===== config.mk =====
export PLATFORM = sky130hd
export DESIGN_NAME = tdm_demux
export DESIGN_NICKNAME = d
export VERILOG_FILES = /design/src/rtl/tdm_demux.sv
export SDC_FILE = /design/constraint.sdc
export NUM_CORES = 1
export LEC_CHECK = 0
export CELL_PAD_IN_SITES_DETAIL_PLACEMENT = 0
export CELL_PAD_IN_SITES_GLOBAL_PLACEMENT = 1
export CORE_AREA = 2 2 81 67
export CTS_CLUSTER_SIZE = 24
export DETAILED_ROUTE_END_ITERATION = 10
export DIE_AREA = 0 0 83 69
export PLACE_DENSITY_LB_ADDON = 0.1
export SLEW_MARGIN = 10
export SYNTH_ARGS = -nofsm -noshare
export SYNTH_HDL_FRONTEND = slang
export SYNTH_SLANG_ARGS = --single-unit

===== constraint.sdc =====
create_clock -name clk -period 1.7 [get_ports clk]
set_input_delay 0.255 -clock clk [delete_from_list [all_inputs] [get_ports clk]]
set_output_delay 0.255 -clock clk [all_outputs]
set_load 0.02 [all_outputs]

===== src/rtl/tdm_demux.sv =====
// tdm_demux: serial-to-parallel TDM demultiplexer with double-buffered output.
// Optional parity beat per frame enabled by defining TDM_DEMUX_PARITY_EN.
module tdm_demux #(
  parameter int WIDTH = 16,
  parameter int SELW  = $clog2(WIDTH)
) (
  input  logic             clk,
  input  logic             rst,
  input  logic             in_valid,
  input  logic             in_bit,
  input  logic             in_sync,
  output logic             in_ready,
  output logic [SELW-1:0]  ch_sel,
  output logic             out_valid,
  input  logic             out_ready,
  output logic [WIDTH-1:0] out_data,
  output logic             out_perr,
  output logic             sync_err
);

  localparam logic [SELW-1:0] LAST = SELW'(WIDTH - 1);

  logic [SELW-1:0]  idx;
  logic [SELW-1:0]  idx_nxt;
  logic [WIDTH-1:0] asm_data;
  logic [WIDTH-1:0] asm_nxt;
  logic             asm_full;
  logic             asm_perr;
  logic             par_phase;
  logic             par_nxt;
  logic             accept;
  logic             slot_free;
  logic             done;
  logic             done_perr;
  logic             mid_sync;

  assign in_ready  = !asm_full;
  assign ch_sel    = idx;
  assign accept    = in_valid && in_ready;
  assign slot_free = !out_valid || out_ready;

  always_comb begin
    asm_nxt   = asm_data;
    idx_nxt   = idx;
    par_nxt   = par_phase;
    done      = 1'b0;
    done_perr = 1'b0;
    mid_sync  = 1'b0;
    if (accept) begin
      if (in_sync) begin
        // Sync restarts the frame; any partial frame is dropped.
        asm_nxt[0] = in_bit;
        idx_nxt    = SELW'(1);
        par_nxt    = 1'b0;
        mid_sync   = (idx != '0) || par_phase;
      end else if (par_phase) begin
        done      = 1'b1;
        par_nxt   = 1'b0;
        idx_nxt   = '0;
`ifdef TDM_DEMUX_PARITY_EN
        done_perr = (^asm_data) ^ in_bit;
`endif
      end else begin
        asm_nxt[idx] = in_bit;
        if (idx == LAST) begin
`ifdef TDM_DEMUX_PARITY_EN
          par_nxt = 1'b1;
`else
          done    = 1'b1;
          idx_nxt = '0;
`endif
        end else begin
          idx_nxt = idx + 1'b1;
        end
      end
    end
  end

  always_ff @(posedge clk) begin
    if (rst) begin
      idx       <= '0;
      asm_data  <= '0;
      asm_full  <= 1'b0;
      asm_perr  <= 1'b0;
      par_phase <= 1'b0;
      out_data  <= '0;
      out_valid <= 1'b0;
      out_perr  <= 1'b0;
      sync_err  <= 1'b0;
    end else begin
      idx       <= idx_nxt;
      par_phase <= par_nxt;
      asm_data  <= asm_nxt;
      if (mid_sync)
        sync_err <= 1'b1;
      if (asm_full && slot_free) begin
        out_data  <= asm_data;
        out_perr  <= asm_perr;
        out_valid <= 1'b1;
        asm_full  <= 1'b0;
      end else if (done && slot_free) begin
        out_data  <= asm_nxt;
        out_perr  <= done_perr;
        out_valid <= 1'b1;
      end else if (done) begin
        // Output slot busy: park the frame in the assembly register.
        asm_full <= 1'b1;
        asm_perr <= done_perr;
      end else if (out_ready) begin
        out_valid <= 1'b0;
      end
    end
  end

endmodule


# Word-level counts from Yosys, hierarchy flattened
# Index checks and enable logic that the tools add are counted.
[totals]
reg_bits = 40
input_bits = 6
output_inout_bits = 24
wordCells = 47
[classes]
add_sub_neg = 1
n_lt_le_gt_ge = 2
eq_ne = 2
n_mux = 21
n_bitwise = 1
reduce_logical = 13
[ops]
columns = ["op", "count"]
rows = [
  ["$mux W16", 3],
  ["$bwmux W16", 1],
  ["$mux W15", 1],
  ["$mux W1", 13],
  ["$mux W4", 2],
  ["$lt A4 B5 Y1 const B", 1],
  ["$add A4 B1 Y4 const B", 1],
  ["$demux W1 S4", 1],
  ["$eq A4 B4 Y1 const B", 1],
  ["$ge A4 B1 Y1 const B", 1],
  ["$logic_and A1 B1 Y1", 4],
  ["$reduce_and A2 Y1", 2],
  ["$reduce_bool A4 Y1", 1],
  ["$ne A3 B1 Y1 const B", 1],
  ["$reduce_bool A3 Y1", 1],
  ["$logic_not A1 Y1", 2],
  ["$reduce_bool A2 Y1", 1],
  ["$reduce_or A2 Y1", 1],
  ["$logic_or A1 B1 Y1", 1],
  ["$not A1 Y1", 1],
]

# Depth between registers and ports, before layout
# Gate-level depths: netlist (run 1).
[logic_depth]
word_depth = 9
mapped_depth = 9
depth_no_buf = 6

# Least setup slack after synthesis (run 1)
# No wires, ideal clock.
[synth_timing]
kind = "flip-flop to flip-flop"
startpoint = "reg idx[2] (netlist: ch_sel[2])"
endpoint = "reg out_data[0]"
setup_ns = 0.080
t_arrival_ns = 1.652
required_ns = 1.620
path_slack_ns = -0.032
path_stages_with_launch = 9
path_buffers = 4
synth_period_minus_slack_ns = 1.732
cell_sequence = "dfxtp_1 -> and3b_1 -> buf_6 -> a31o_1 -> buf_6 -> and2_4 -> buf_6 -> buf_6 -> a211oi_2"
[synth_via]
elab_chain_len = 9
word_cells_on_any_way = 16
classes_between = "order compare: 2; eq/ne: 1; mux: 10; reduce/logical: 3"
[synth_lines]
columns = ["item", "line_no", "text"]
rows = [
  ["start, declared", "23", "logic [SELW-1:0] idx;"],
  ["start signal, assigned", "91", "idx <= idx_nxt;"],
  ["$lt A4 B5 Y1 (implied by the code) or $ge A4 B1 Y1 (tied branches)", "64", "asm_nxt[idx] = in_bit;"],
  ["$logic_and A1 B1 Y1 (implied by the code)", "64", ""],
  ["$mux W1 (implied by the code)", "64", ""],
  ["$demux W1 S4", "64", ""],
  ["$bwmux W16", "64", ""],
  ["$mux W1", "50", "if (in_sync) begin"],
  ["$mux W16", "49", "if (accept) begin"],
  ["$mux W16", "101", "end else if (done && slot_free) begin"],
  ["$mux W16", "96", "if (asm_full && slot_free) begin"],
  ["end signal, assigned", "97", "out_data <= asm_data;"],
  ["end signal, assigned", "102", "out_data <= asm_nxt;"],
  ["end, declared", "16", "output logic [WIDTH-1:0] out_data,"],
]
# Several ways; a longest one is shown, not always the timed one. The select of a mux whose other input is x is not followed.
# A chain may end at the register's enable or synchronous reset.

# Worst setup path after layout (run 1)
[layout_timing]
startpoint = "reg idx[0] (netlist: ch_sel[0])"
endpoint = "out ch_sel[0]"
[layout_rtl]
columns = ["item", "line_no", "text"]
rows = [
  ["end, declared", "13", "output logic [SELW-1:0] ch_sel,"],
]
# No word-level cell between the ends.

==> reports/summary.md, run 1 <==
The run finished with clean final reports. Counting every net in the synthesized netlist gives 189. The cell area power density works out to 814 nW/µm². Wires add up to 3890 µm. No sink is reached through more buffers than the 2 on the longest clock path. Counting the buffers created by CTS gives 5.

The amount of wire on met3 after detailed routing is 155 µm. The run gives 1970 µm as the routed length on met1. The clock period minus final worst setup slack is 1.63 ns. Number of primary I/O pins: 30.

The horizontal extent of the die works out to 83 µm. Routed wirelength normalized by instance count: 14.0 µm. The tools report the number of diodes as 0. The most frequently used flop master after synthesis is dfxtp_1.

The final net count is 226. The H-tree was split into 2 levels. Setup repair after global routing left no endpoint under its margin. Detailed placement ended at an HPWL of 2800 µm. The data required time of the worst path was 1.44 ns; the mean cell area of the mapped netlist was 9.68 µm².

The part of the cycle the worst path needs came out at 0.957. Entering global routing, the biggest net connects 40 pins. The tools report the met2 routed wirelength as 1710 µm. The count of endpoints failing hold in the final timing report was 0. The nature of the critical path endpoint was a primary output. Largest area contributor in the synthesized netlist: dfxtp_1. Across all setup checks in the final design, the least slack found is 0.0723 ns. The share of Yosys cell area claimed by the top area cell type came out at 0.455.

Counting the fill cells in the layout gives 485. Setup slack on the worst flop-to-flop path: 0.18 ns. The tools report the critical path launch point as ch_sel[0]$_SDFFE_PP0N_. The run gives 0.00325 ns as the maximum clock skew at final layout.

The fraction of final layout cells sized beyond drive strength 1 is 0.186, and the post-layout total power is 1.82 mW. Sorting the synthesized cells by how often they occur yields 39 x dfxtp_1, 21 x a21oi_1, 19 x nor2_1. Critical hold path startpoint: asm_data[4]$_SDFF_PP0_. TritonCTS built the clock tree.

The tools report the wire length of the first global-routing pass as 6490 µm. The worst flop-to-flop path endpoint is out_data[4]$_SDFFE_PP0P_. The min-delay analysis places its worst path in the category flip-flop to flip-flop. The detailed router placed 1,378 vias in this run. The routability-driven placement congestion ratio is 0.783. The delay of the slowest critical-path stage is 0.61 ns, and the worst endpoint data arrival time is 1.37 ns.

After detailed routing, the number of remaining DRC violations is 0. Measured in cells, the most critical reg-to-reg path has a length of 5. For this run, the detailed router's first-pass iteration total came to 4. The count of flip-flops with a built-in enable after synthesis was 0. The path with the worst hold slack has its endpoint at asm_data[4]$_SDFF_PP0_. Synthesis handed over a netlist of 177 instances. The post-synthesis to final-layout area growth came out at 30.3%. After synthesis, the cell types taking the most area are dfxtp_1 46%, mux2i_1 9.3%, a211oi_2 7.3%. By startpoint and endpoint, the worst setup path is classified as flip-flop to primary output.

For this run, the top clock speed supported by timing is 614 MHz. Among all cell types in the netlist, the one instantiated most often is dfxtp_1. The logs give 73 for the number of violations reported at the end of detailed-routing iteration 0 and -0.155 ns for the minimum setup slack after placement.

Setup violations remaining at the end of the flow were counted as 0. VDD sags by at most 0.377 mV. In this run the cell area of the synthesized design comes to 1710 µm². The depth of the worst hold-timing path came out at 2.

The logs give 23 for the cell row count and 0 for the count of synthesis-stage warnings from yosys. The critical path buffer and inverter count works out to 2. Via density per instance: 4.97. The kind of cell with the highest combined delay along the critical path is buffers and inverters. The kind of start point of the critical path was a flip-flop. The share of flip-flops with an asynchronous set or reset was 0.

The number of pins with negative max-slew slack in the final report came out at 0. The die height works out to 69 µm. The clock transition at the registers of the reported paths is 0.08 ns. Leftover overflow at the end of global routing: 0. The library cell contributing the largest single delay on the critical path was clkdlybuf4s50_1. The run gives 0.348 as the initial core utilization. In this run the top signal layer used is met4.

Input and output buffers added on the ports amount to 28. The via count of the first global-routing pass came out at 1,322. Clock tree synthesis found a total of 39 sinks. The overall fraction of global-route tracks in use came out at 0.142. The sequential area share after synthesis came out at 0.455. The critical path goes through buf_4, clkdlybuf4s50_1. The tools report the final core utilization as 0.454. In this run, distinct cell masters in the synthesized netlist total 28. The die footprint is 5730 µm², and the static power due to leakage is 0.918 nW.

The synthesized design contains 39 register bits. The logs give 0 for the count of maximum capacitance violations and 0 for the number of buffers inserted by hold repair at cts. The floorplan step defined a core boundary enclosing 4920 µm². The count of nets left with antenna violations once routing finished came out at 0. The tools report the clock insertion delay at the later pin of the skew report as 0.29 ns. CTS placed an instance of clkbuf_8 at the clock tree root. Along the worst path, the maximum fanout reaches 7. The total setup buffers inserted after CTS was 0. In this run the critical register-to-register path is launched from ch_sel[0]$_SDFFE_PP0N_. After routing, the total negative slack on setup checks comes to 0 ns. The tightest hold path in the finished design has a slack of 0.517 ns. The run gives 0 as the initial antenna violation count.
==> cell families (layout without fill, tap and decap cells) <==
kind of cell / after synthesis / count (layout) / synth area share
AO/OA/AOI/OAI: 46 / 46 / 0.197
adder cells (fa/ha/maj): 6 / 6 / 0.0438
buffers and inverters: 19 / 57 / 0.0642
flip-flops: 39 / 39 / 0.455
multiplexers: 16 / 16 / 0.0934
other: 1 / 1 / 0.00219
AND/OR/NAND/NOR: 50 / 50 / 0.144
==> sequential cells by signal, indices dropped and copies added (netlist names) <==
signal and flops:
asm_data 16, out_valid 1, ch_sel 4, out_data 16
asm_full 1, sync_err 1
==> worst min-delay path, delay by kind of cell (launching register included) <==
family	cells	cell delay, ns
DFF	1	0.31
and+or+nand+nor	1	0.09
muxes	1	0.09
==> power by group <==
part / switching, mW / internal (mW)
Sequential: 0.00252 / 0.919
Combinational: 0.0711 / 0.0559
Clock: 0.332 / 0.437
==> cell usage in the layout (no fill, tap or decap), drive strengths merged, types with 2 or more instances in the layout <==
| master | count |
|---|---|
| buf | 17 |
| nand2 | 3 |
| clkinv | 2 |
| clkbuf | 5 |
| mux2i | 16 |
| a21oi | 21 |
| nor3 | 2 |
| a211oi | 18 |
| clkdlybuf4s50 | 26 |
| nor3b | 2 |
| dfxtp | 39 |
| inv | 4 |
| nor2 | 19 |
| nand3 | 17 |
| ha | 6 |
| nor2b | 2 |
| o21ai | 3 |
==> worst max path at each step <==
| stage | slack, ns | to | depth (start not counted) |
|---|---|---|---|
| floorplan | 0.01 | out_data[0]$_SDFFE_PP0P_ | 7 |
| global placement | -0.12 | ch_sel[3]$_SDFFE_PP0N_ | 5 |
| detailed placement | -0.16 | out_data[4]$_SDFFE_PP0P_ | 5 |
| CTS | 0.04 | ch_sel[1] | 2 |
| global route | 0.03 | out_data[4]$_SDFFE_PP0P_ | 5 |
| finish | 0.07 | ch_sel[0] | 2 |
==> through the flow <==
step	instance area [µm²]	instances
detailed placement	2120	269
global placement	2120	269
finish	2230	277
CTS	2230	277
floorplan	1720	177
global route	2230	277
==> repair_timing <==
action                     CTS  global route
pin swaps                    0             0
setup endpoints to repair    1             2
resized for setup            1             2
==> per-layer routing <==
layer	GRT usage	up-vias
met2	0.216	31
met4	0.0492	0
met3	0.0371	7
met5	0	-
li1	-	694
met1	0.195	646
==> cell type report <==
class                      instances  area [µm²]  share of cell area
sequential                        39         783               0.351
multi-input combinational        119         823               0.369
clock buffer                       5        68.8              0.0308
timing repair buffer              45         422               0.189
inverter                           4        15.0             0.00672
clock inverter                     3        43.8              0.0196
tap                               62        77.6              0.0347
Power figures use the tool's default switching activity.
==> run 2, diff against run 1 <==
- TNS_END_PERCENT: default -> 100
==> results of run 2 <==
No change in the layout: final DEF, timing and power equal those of run 1.
==> run 3, diff against run 2 <==
- CTS_BUF_LIST: default -> sky130_fd_sc_hd__clkbuf_8 sky130_fd_sc_hd__clkbuf_16
- CTS_CLUSTER_SIZE: 24 -> default
==> results of run 3 <==
No change in the layout: final DEF, timing and power equal those of run 1.
